<file path="config.mk">
export PLATFORM = sky130hd
export DESIGN_NAME = ex_muldiv_unit
export DESIGN_NICKNAME = d
export VERILOG_FILES = /design/src/rtl/ex_muldiv_unit.sv
export SDC_FILE = /design/constraint.sdc
export NUM_CORES = 1
export LEC_CHECK = 0
export BUFFER_PORTS_ARGS = -buffer_cell sky130_fd_sc_hd__buf_2
export CAP_MARGIN = 10
export CORE_MARGIN = 3
export CORE_UTILIZATION = 45
export DETAILED_ROUTE_END_ITERATION = 12
export PLACE_DENSITY = 0.66
export REMOVE_ABC_BUFFERS = 1
export SLEW_MARGIN = 15
export SYNTH_ARGS = -nofsm -noshare
export SYNTH_HDL_FRONTEND = slang
export SYNTH_SLANG_ARGS = --single-unit
export TNS_END_PERCENT = 10
</file>
<file path="constraint.sdc">
create_clock -name clk -period 3.1 [get_ports clk]
set_input_delay 0 -clock clk [delete_from_list [all_inputs] [get_ports clk]]
set_output_delay 0 -clock clk [all_outputs]
set_load 0.01 [all_outputs]
</file>
<file path="src/rtl/ex_muldiv_unit.sv">
// Iterative radix-2 multiply/divide unit for the EX stage.
// Owns the architectural HI/LO registers and stalls the pipe while busy.
module ex_muldiv_unit (
  input  logic        clk,
  input  logic        reset,
  input  logic        Start_IN,
  input  logic [1:0]  Op_IN,
  input  logic [31:0] A_IN,
  input  logic [31:0] B_IN,
  input  logic        HiWrite_IN,
  input  logic        LoWrite_IN,
  output logic [31:0] HI_OUT,
  output logic [31:0] LO_OUT,
  output logic        Busy_OUT,
  output logic        Done_OUT,
  output logic        DivByZero_OUT
);

  typedef enum logic [1:0] {
    IDLE = 2'd0,
    CALC = 2'd1,
    FIX  = 2'd2
  } state_t;

  state_t      state;
  logic [1:0]  op;
  logic [31:0] opnd;
  logic [32:0] acc_hi;
  logic [31:0] acc_lo;
  logic [4:0]  cnt;
  logic        sgn_q;
  logic        sgn_r;
  logic        dbz;

  logic        is_div;
  logic        st_signed;
  logic [31:0] a_abs;
  logic [31:0] b_abs;
  logic        st_dbz;

  logic [32:0] mul_sum;
  logic [32:0] rem_s;
  logic [33:0] trial;
  logic [32:0] step_hi;
  logic [31:0] step_lo;

  logic [63:0] prod;
  logic [63:0] prod_f;
  logic [31:0] quot_f;
  logic [31:0] rem_f;

  assign is_div   = op[1];
  assign Busy_OUT = (state != IDLE);

  // Operand magnitudes and divide-by-zero detection at start
  always_comb begin
    st_signed = ~Op_IN[0];
    a_abs     = (st_signed && A_IN[31]) ? (~A_IN + 32'd1) : A_IN;
    b_abs     = (st_signed && B_IN[31]) ? (~B_IN + 32'd1) : B_IN;
    st_dbz    = Op_IN[1] && (B_IN == 32'd0);
  end

  // One shift-add or shift-subtract iteration
  always_comb begin
    mul_sum = {1'b0, acc_hi[31:0]}
            + (acc_lo[0] ? {1'b0, opnd} : 33'd0);
    rem_s   = {acc_hi[31:0], acc_lo[31]};
    trial   = {1'b0, rem_s} - {2'b00, opnd};
    step_hi = acc_hi;
    step_lo = acc_lo;
    if (is_div) begin
      if (!trial[33]) begin
        step_hi = trial[32:0];
        step_lo = {acc_lo[30:0], 1'b1};
      end else begin
        step_hi = rem_s;
        step_lo = {acc_lo[30:0], 1'b0};
      end
    end else begin
      step_hi = {1'b0, mul_sum[32:1]};
      step_lo = {mul_sum[0], acc_lo[31:1]};
    end
  end

  // Sign correction of the magnitude results
  always_comb begin
    prod   = {acc_hi[31:0], acc_lo};
    prod_f = sgn_q ? (~prod + 64'd1) : prod;
    quot_f = sgn_q ? (~acc_lo + 32'd1) : acc_lo;
    rem_f  = sgn_r ? (~acc_hi[31:0] + 32'd1) : acc_hi[31:0];
  end

  // Control FSM, datapath registers and HI/LO
  always_ff @(posedge clk) begin
    if (reset) begin
      state         <= IDLE;
      op            <= 2'd0;
      opnd          <= 32'd0;
      acc_hi        <= 33'd0;
      acc_lo        <= 32'd0;
      cnt           <= 5'd0;
      sgn_q         <= 1'b0;
      sgn_r         <= 1'b0;
      dbz           <= 1'b0;
      HI_OUT        <= 32'd0;
      LO_OUT        <= 32'd0;
      Done_OUT      <= 1'b0;
      DivByZero_OUT <= 1'b0;
    end else begin
      Done_OUT <= 1'b0;
      unique case (state)
        IDLE: begin
          if (Start_IN) begin
            op            <= Op_IN;
            sgn_q         <= st_signed & (A_IN[31] ^ B_IN[31]);
            sgn_r         <= st_signed & A_IN[31];
            cnt           <= 5'd0;
            dbz           <= st_dbz;
            DivByZero_OUT <= 1'b0;
            if (st_dbz) begin
              acc_hi <= {1'b0, A_IN};
              acc_lo <= 32'd0;
              opnd   <= 32'd0;
              state  <= FIX;
            end else if (Op_IN[1]) begin
              acc_hi <= 33'd0;
              acc_lo <= a_abs;
              opnd   <= b_abs;
              state  <= CALC;
            end else begin
              acc_hi <= 33'd0;
              acc_lo <= b_abs;
              opnd   <= a_abs;
              state  <= CALC;
            end
          end else begin
            if (HiWrite_IN) HI_OUT <= A_IN;
            if (LoWrite_IN) LO_OUT <= A_IN;
          end
        end
        CALC: begin
          acc_hi <= step_hi;
          acc_lo <= step_lo;
          cnt    <= cnt + 5'd1;
          if (cnt == 5'd31) state <= FIX;
        end
        FIX: begin
          if (dbz) begin
            HI_OUT        <= acc_hi[31:0];
            LO_OUT        <= 32'hFFFF_FFFF;
            DivByZero_OUT <= 1'b1;
          end else if (is_div) begin
            HI_OUT <= rem_f;
            LO_OUT <= quot_f;
          end else begin
            HI_OUT <= prod_f[63:32];
            LO_OUT <= prod_f[31:0];
          end
          Done_OUT <= 1'b1;
          cnt      <= 5'd0;
          state    <= IDLE;
        end
        default: state <= IDLE;
      endcase
    end
  end

endmodule

</file>
# --- Yosys cells after proc, flatten, opt, wreduce, memory -nomap -nowiden ---
# Cells that the tools add are included.
word_totals:
  reg_bits: 174
  out_inout_bits: 67
  word_cells: 94
classes:
  add_sub_neg: 8
  eq_ne: 9
  mux: 39
  bitwise: 9
  reduce_logical: 16
op_table:
  columns: ["op", "n"]
  rows:
  - ["32-bit 2-to-1 mux", 23]
  - ["32-bit one-hot mux with 2 select lines", 4]
  - ["32-bit by 1-bit adder with 32-bit output (second input constant)", 4]
  - ["32-bit NOT", 4]
  - ["64-bit by 1-bit adder with 64-bit output (second input constant)", 1]
  - ["64-bit 2-to-1 mux", 1]
  - ["64-bit NOT", 1]
  - ["33-bit by 32-bit subtractor with 34-bit output", 1]
  - ["32-bit by 32-bit adder with 33-bit output", 1]
  - ["32-bit logical NOT", 1]
  - ["5-bit one-hot mux with 3 select lines", 1]
  - ["2-bit != test (second input constant)", 6]
  - ["3-bit AND reduction", 3]
  - ["2-bit AND reduction", 4]
  - ["2-bit 2-to-1 mux", 3]
  - ["2-bit nonzero test", 3]
  - ["5-bit by 1-bit adder with 5-bit output (second input constant)", 1]
  - ["5-bit == test (second input constant)", 1]
  - ["5-bit 2-to-1 mux", 1]
  - ["1-bit 2-to-1 mux", 4]
  - ["2-bit one-hot mux with 2 select lines", 1]
  - ["1-bit logical AND", 3]
  - ["3-bit nonzero test", 1]
  - ["1-bit AND", 2]
  - ["6 further kinds", 6]

# --- Depth between registers and ports, before layout ---
# Gate-level depths: netlist of run 1.
logic_depth:
  ltp_word: 7
  mapped_depth: 14

# --- Worst setup path before layout of run 1 ---
# No wires, ideal clock.
synth_timing:
  path_kind: "register to register"
  from: "register acc_lo[0]"
  to: "register acc_hi[25]"
  t_arrival_ps: 3395
  required_ps: 3026
  path_slack_ps: -370
  stages_incl_launch_ff: 14
  cell_sequence: "dfxtp_1 > inv_1 > buf_1 > nor2_1 > ha_1 > clkbuf_1 > nand3_1 > or4_1 > o21ai_0 > a2111oi_0 > o31ai_1 > a31oi_1 > or3_1 > a31oi_1"
synth_via:
  elab_chain_len: 4
synth_lines:
  columns: ["item", "line", "rtl"]
  rows:
  - ["from (decl)", "29", "logic [31:0] acc_lo;"]
  - ["from (signal assigned)", "127", "acc_lo <= a_abs;"]
  - ["from (signal assigned)", "132", "acc_lo <= b_abs;"]
  - ["from (signal assigned)", "143", "acc_lo <= step_lo;"]
  - ["32-bit 2-to-1 mux", "66", "+ (acc_lo[0] ? {1'b0, opnd} : 33'd0);"]
  - ["32-bit by 32-bit adder with 33-bit output", "66", null]
  - ["32-bit 2-to-1 mux", "71", "if (is_div) begin"]
  - ["32-bit one-hot mux with 2 select lines", "111", "unique case (state)"]
  - ["to (signal assigned)", "121", "acc_hi <= {1'b0, A_IN};"]
  - ["to (signal assigned)", "142", "acc_hi <= step_hi;"]
  - ["to (decl)", "28", "logic [32:0] acc_hi;"]
# Every way passes these cells.
# A chain may end at the register's enable or synchronous reset.

# --- Final worst setup path of run 1 ---
layout_timing:
  from: "register acc_lo[0]"
  to: "register acc_hi[31]"
# Same word-level chain as after synthesis.

==> key figures, run 1 <==
Status
  – Status: finished, violations left
  – Failing checks: setup timing

Global routing
  – Tot GR Track Use: roughly a third
  – Vias in the first global route: roughly 17,000
  – Antenna violations before repair: 3
  – Largest net degree at the start of global routing: just over 90
  – First-pass GRT wire length: about 99 mm
  – Grt total ovfl: 0

Logic synthesis
  – Post-synth EDFFs: 0
  – Synth Register Bits: about 170
  – Part of the Yosys area used for sequential elements: a little under a quarter
  – Synth unique cells: a little over 80
  – Yosys top cell by area: dfxtp_1
  – Dominant synthesized flop cell: dfxtp_1
  – Top cell type's share of synthesized area: roughly 23%
  – Asr flop ratio synth: 0%
  – Commonest cells post-synth: nor2_1, a21oi_1, dfxtp_1, nand2_1, o21ai_0
  – Yosys Warn Count: 0
  – Synth area leaders: dfxtp_1, nor2_1, a21oi_1, xnor2_1, ha_1
  – Cells after Synth: roughly 2,100
  – Mean post-synth cell area: 7.24 sq um
  – Most numerous cell in the Yosys netlist: nor2_1
  – Cell area after synthesis: roughly 0.015 sq mm

Setup path
  – Critical path type: reg2reg
  – CP startpoint: acc_lo[0]$_SDFFE_PP0P_
  – CP Capture Type: register
  – WP data arrival: 3.52 ns
  – Worst setup path endpoint: acc_hi[31]$_SDFFE_PP0P_
  – Worst endpoint required time: 3.44 ns
  – Crit path launch type: register
  – Critical R2R Launch: acc_lo[0]$_SDFFE_PP0P_
  – Worst r2r dst: acc_hi[31]$_SDFFE_PP0P_
  – Crit Path Max Fanout: 3
  – Cells on worst reg2reg path: 14
  – R2R setup slack: -0.08 ns

Clock network
  – Clk buf depth: 2
  – Clk slew on worst S/H paths: about 0.080 ns
  – CTS tree: built
  – Root Driver: clkbuf_16
  – Sink Count: around 170
  – TritonCTS Buffers: 17
  – H-tree lvl count: 4
  – Clk Latency, worst-skew pair: 0.45 ns

Timing
  – Tmin final: 3.18 ns
  – RSZ-0062 raised after global routing: yes
  – Min Hold Slack: 0.0161 ns
  – Worst Tran Pin Value: about 1.1 ns
  – Final Cycle Share: 103%
  – Final setup fails: 6
  – Rel. slew slack: between 20% and 30%
  – Final hold vios: 0
  – Setup ws final: -0.0810 ns
  – Max Clock Freq: 314 MHz
  – Max Slew Vio Count: 0
  – Skew final: roughly 0.017 ns

Cells and area
  – Fin nets: roughly 2,500
  – Layout cells sized above 1: between 20% and 30%
  – Non-filler cells, final: 2,840
  – Diode count: 0
  – Area growth syn-to-layout: 28.0%

Routing
  – Drt drc: 0
  – Via count: between 15,000 and 20,000
  – Final ANT Viol Nets: 0
  – TritonRoute pass-1 iters: 9
  – Vias per std cell: ~6.3
  – Drt total wl: 65.4 mm
  – Avg WL per Cell: around 23 um
  – Iteration-0 DRC Markers: around 2,500

Power
  – Pleak: approximately 0.0082 uW
  – Peak VDD IR: a little under 0.3 mV
  – Pwr dens: 497 mW/mm^2

Placement
  – Final Wtd Congestion: 0.998
  – Post-Place Cells: approximately 2,800
  – IO buf count: 137
  – Post-DP HPWL: slightly below 50 mm

Die
  – Full die area: between 0.03 and 0.04 sq mm
  – Row count: 66
  – Die height: 189 um
  – Core Box Area: between 0.03 and 0.04 sq mm
  – Starting density of the core: between 40% and 50%
  – Die Width: between 150 and 200 um
  – I/O pin total: ~140

Job
  – Max_cap viols: 0

Hold path
  – Hold Path Class: in2reg
==> per-layer routing <==
layer,vias to the layer above,GRT usage (%),part of all wire (%)
li1,8224,-,-
met1,8389,47.7,41
met2,1034,56.2,44
met3,198,5.83,10
met4,6,13.6,4.2
met5,-,0,0.092
==> flip-flops by register name, summed over array words and instances (netlist names), 2 cells and up <==
register,count
state,2
acc_hi,32
cnt,5
acc_lo,32
opnd,32
HI_OUT,32
LO_OUT,32
==> report_power, final <==
part | internal [uW] | switching, uW
clock network | 1480 | 1080
registers | 2400 | 159
logic | 1920 | 2550
==> worst min-delay path by stage <==
| stage | end | slack (ns) | startpoint | cells after the start |
|---|---|---|---|---|
| 2_1_floorplan | dbz$_SDFFE_PP0P_ | 0.07 | reset | 1 |
| 3_3_place_gp | LO_OUT[5]$_SDFFE_PP0P_ | 0.36 | A_IN[5] | 3 |
| 3_5_place_dp | LO_OUT[5]$_SDFFE_PP0P_ | 0.37 | A_IN[5] | 3 |
| 4_1_cts | HI_OUT[0]$_SDFFE_PP0P_ | 0.0002 | A_IN[0] | 3 |
| 5_1_grt | HI_OUT[0]$_SDFFE_PP0P_ | 0.02 | A_IN[0] | 3 |
| 6_report | HI_OUT[0]$_SDFFE_PP0P_ | 0.02 | A_IN[0] | 3 |
==> what timing repair did <==
action,in CTS,in global routing
pin swaps,20,45
hold buffers,23,0
hold endpoints to repair,30,0
buffers inserted,3,9
resized for setup,42,76
endpoints found under the setup margin,41,56
cloned,0,1
==> metrics by stage <==
| step | setup WS, ns | TNS, ns | power (uW) | instance area (sq um) | util (%) |
|---|---|---|---|---|---|
| 2_1_floorplan | -3.52 | -217.09 | 4910 | 14500 | - |
| 3_3_place_gp | -0.476 | -8.80 | 6660 | 17800 | 54.4 |
| 3_5_place_dp | -0.574 | -10.83 | 6690 | 17800 | 54.4 |
| 4_1_cts | -0.171 | -0.965 | 9320 | 18900 | 57.7 |
| 5_1_grt | -0.184 | -2.04 | 10000 | 19300 | 58.9 |
| 6_report | -0.0810 | -0.169 | 9590 | 19300 | 58.9 |
==> cells by family after synthesis <==
| logic type | count (synthesis) | share of synthesized area (%) |
|---|---|---|
| AND/OR/NAND/NOR | 726 | 22.7 |
| flip-flops | 173 | 23.0 |
| buffers and inverters | 219 | 5.66 |
| XOR/XNOR | 166 | 9.64 |
| AO/OA/AOI/OAI | 667 | 28.9 |
| multiplexers | 59 | 4.02 |
| adder cells (fa/ha/maj) | 72 | 6.07 |
==> worst max-delay path: stages, from the launching register on <==
cell and delay, ns:
dfxtp_2 0.35, and2_4 0.17, ha_4 0.16, fa_2 0.39, a21o_1 0.20, a41o_1 0.22
nor4_2 0.17, buf_4 0.18, o21ai_4 0.08, a2111oi_4 0.31, buf_4 0.20, o31ai_4 0.06
a21oi_2 0.16, o211ai_1 0.11, a211o_1 0.33
==> area by class of cell <==
type,instances,area (sq um)
fillers,3138,13500
multi-input cells,1690,11200
flip-flops and latches,173,3470
repair buffers,441,3150
well taps,442,553
clock buffers,18,439
inverters,62,235
clock inverters,14,228
==> layout by cell type (no fill, tap or decap), types with 10 or more instances in the layout <==
cell and n:
buf_2 136, a22oi_1 10, nand2_1 157, a221oi_1 13, a222oi_1 24, a211oi_1 36
a311oi_1 20, o22ai_1 28, ha_1 68, xnor2_1 105, nor4_1 17, o21a_1 11
a21oi_1 192, mux2_2 12, o31ai_1 16, nand4_1 14, inv_1 61, nand3_1 28
dlygate4sd3_1 23, dfxtp_1 167, and3_1 14, a22o_1 12, nor2_1 297, o221ai_1 12
a31oi_1 24, or3_1 20, nor2b_1 17, buf_4 270, o21bai_1 10, mux2i_1 47
xor2_1 60, o21ai_0 110, nor3_1 55, nand2b_1 15, a21o_1 25, clkbuf_16 18
or2_2 15, o211ai_1 25
Note: power is estimated with default switching activity, not from simulation.
==> run 2, diff against run 1 <==
Settings changed: CORE_UTILIZATION 45 to 56, PLACE_DENSITY 0.66 to 0.79.
==> run 2 against run 1 <==
Compared with the run above:
- sequential power hardly changed
- critical path depth is 3 lower
- global-route usage is 6.5 points higher
- clock skew is 0.0040 ns higher
- largest cell class unchanged
- cell count is 4.2% lower
- count of clock-buffer cells in the layout stayed put
- the flow still finishes with violations (setup timing)
- setup slack worse by 0.029 ns
- utilization is 13 points higher
- register-to-register slack worse by 0.03 ns
==> key figures, run 2 (same netlist as run 1, synthesis figures left out) <==
Power
  – Net Sw Power: 3770 uW
  – Overall power: approximately 9000 uW
  – Clock power share: about a quarter
  – Peak VDD IR: 0.344 mV
  – Comb pwr share: 47.7%
  – Pwr dens: just under 500 mW/mm^2
  – Seq pwr share: between 20 and 30%
  – Int Power: 5470 uW
  – Net Sw Frac: between 40% and 50%
  – Pleak: between 0.008 and 0.009 uW

Routing
  – Final ANT Viol Nets: 0
  – Via count: ~18,000
  – Drt drc: 0
  – Vias per std cell: around 6.7
  – TritonRoute pass-1 iters: 9
  – Drt total wl: approximately 62 mm
  – Avg WL per Cell: roughly 23 um
  – Iteration-0 DRC Markers: about 2,500

Die
  – Full die area: 0.0289 sq mm
  – Die Width: 170 um
  – Row count: a little under 60
  – Core Box Area: ~0.026 sq mm
  – I/O pin total: around 140
  – Starting density of the core: a little under three fifths
  – Die height: 170 um

Setup path
  – Critical path, cell by cell: or4_4 -> or4b_4 -> buf_6 -> nor4_4 -> buf_4 -> a21o_1 -> nand4b_1 -> o21ai_2 -> xnor2_1 -> a222oi_1 -> nor2_1
  – CP max stage cell: or4b_4
  – Critical path type: reg2reg
  – CP Capture Type: register
  – WP data arrival: between 3 and 4 ns
  – Worst path max stage delay: 0.57 ns
  – Crit Path Max Fanout: 4
  – Crit path launch type: register
  – Worst r2r dst: HI_OUT[26]$_SDFFE_PP0P_
  – Crit path buf inv count: 2
  – Critical path's top delay family: simple AND/OR/NAND/NOR gates
  – Critical R2R Launch: acc_lo[24]$_SDFFE_PP0P_
  – Worst endpoint required time: roughly 3.4 ns
  – Cells on worst reg2reg path: 11
  – Worst setup path endpoint: HI_OUT[26]$_SDFFE_PP0P_
  – CP startpoint: acc_lo[24]$_SDFFE_PP0P_
  – Critical Path Stages: 11
  – R2R setup slack: -0.11 ns

Placement
  – Post-DP HPWL: 46.4 mm
  – Post-Place Cells: 2,657
  – IO buf count: between 100 and 150
  – Final Wtd Congestion: about 1.0
  – Dpl ws: -0.400 ns

Hold path
  – Hold Path Class: in2reg

Cells and area
  – Layout cells sized above 1: a little under a quarter
  – Non-filler cells, final: 2,721
  – Area growth syn-to-layout: 26.1%
  – Area of the multi-input gates: between 0.01 and 0.015 sq mm
  – Most frequent cells in the layout: nor2_1, buf_4, a21oi_1, dfxtp_1, nand2_1
  – Layout fillers: ~2,200
  – Most common cell after layout, fill and taps aside: nor2_1
  – Finished Core Util: 72.3%
  – Fin nets: between 2,000 and 3,000
  – Diode count: 0
  – Reg area: roughly 0.0035 sq mm

Status
  – Status: finished, violations left
  – Failing checks: setup timing

Global routing
  – Vias in the first global route: 16,900
  – First-pass GRT wire length: 95.0 mm
  – Tot GR Track Use: a little over two fifths
  – Largest net degree at the start of global routing: around 90
  – Antenna violations before repair: 0
  – Grt total ovfl: 0

Clock network
  – H-tree lvl count: 4
  – TritonCTS Buffers: 17
  – Root Driver: clkbuf_16
  – Clk buf depth: 2
  – Clk Latency, worst-skew pair: approximately 0.45 ns
  – CTS tree: built
  – Clk slew on worst S/H paths: about 0.08 ns
  – Sink Count: ~170

Timing
  – Final hold vios: 0
  – Final setup fails: 14
  – Max Clock Freq: 312 MHz
  – RSZ-0062 raised after global routing: yes
  – Worst Tran Pin Value: about 1.2 ns
  – Tmin final: approximately 3.2 ns
  – Skew final: roughly 0.021 ns
  – Rel. slew slack: ~23%
  – Final Cycle Share: 104%
  – Setup ws final: -0.110 ns
  – Max Slew Vio Count: 0

Job
  – Max_cap viols: 0
## run 2: changes by cell type in the layout (fill, tap and decap cells not counted), moves of 3 or more
| cell | before | now |
|---|---|---|
| a31oi_2 | 0 | 3 |
| a31oi_1 | 24 | 20 |
| ha_4 | 1 | 5 |
| o21ai_0 | 110 | 106 |
| ha_1 | 68 | 62 |
| a21oi_2 | 9 | 6 |
| a21oi_1 | 192 | 196 |
| buf_4 | 270 | 256 |
| bufinv_16 | 5 | 1 |
| o21ai_2 | 3 | 6 |
| dfxtp_1 | 167 | 164 |
## run 2: power by group through the flow
stage | clock, uW | combinational, uW | sequential (uW)
finish | 2260 | 4410 | 2570
global placement | 0 | 3980 | 2600
global route | 2330 | 4720 | 2580
detailed placement | 0 | 4040 | 2600
floorplan | 0 | 2240 | 2660
CTS | 2250 | 4190 | 2550
## run 2: worst min path at each step
| stage | cells past startpoint | from | to | slack (ns) |
|---|---|---|---|---|
| global route | 3 | A_IN[19] | LO_OUT[19]$_SDFFE_PP0P_ | 0.02 |
| finish | 3 | A_IN[2] | HI_OUT[2]$_SDFFE_PP0P_ | 0.008 |
| floorplan | 1 | reset | dbz$_SDFFE_PP0P_ | 0.07 |
| global placement | 3 | A_IN[20] | LO_OUT[20]$_SDFFE_PP0P_ | 0.35 |
| detailed placement | 3 | A_IN[20] | LO_OUT[20]$_SDFFE_PP0P_ | 0.36 |
| CTS | 3 | A_IN[19] | LO_OUT[19]$_SDFFE_PP0P_ | 0.005 |
## run 2: layer usage
layer	track usage (%)	wire, um	vias to the layer above	share of wire (%)
li1	-	-	8197	-
met1	54.6	24700	8459	40
met2	64.6	27000	1187	43
met3	7.64	6320	269	10
met4	24.2	4430	0	7.1
met5	0	0	-	0
## run 2: layout make-up
cell class | count | area share [%]
clock buffers | 18 | 2.31
repair buffers | 429 | 16.1
flip-flops and latches | 173 | 18.3
well taps | 335 | 2.20
multi-input cells | 1690 | 59.0
inverters | 62 | 1.24
clock inverters | 14 | 0.796
## run 2: metrics by stage
| stage | setup TNS (ns) | instance area, sq um | hold WS (ns) |
|---|---|---|---|
| 6_report | -0.613 | 19000 | 0.00755 |
| 5_1_grt | -2.93 | 19000 | 0.0183 |
| 4_1_cts | -0.212 | 18700 | 0.00471 |
| 3_5_place_dp | -7.21 | 17700 | 0.364 |
| 3_3_place_gp | -3.33 | 17700 | 0.350 |
| 2_1_floorplan | -217.09 | 14500 | 0.0691 |
## run 2: timing repair
item                       CTS  global route
setup endpoints to repair   50            59
gates cloned                 0             0
pin swaps                   28            39
gates resized for setup     55            68
hold buffers                23             0
buffers inserted             8             2
hold endpoints to repair    35             0
## run 2: worst min-delay path, stage by stage
cell and delay, ns:
buf_2 0.20, a222oi_1 0.13, nor2_1 0.08
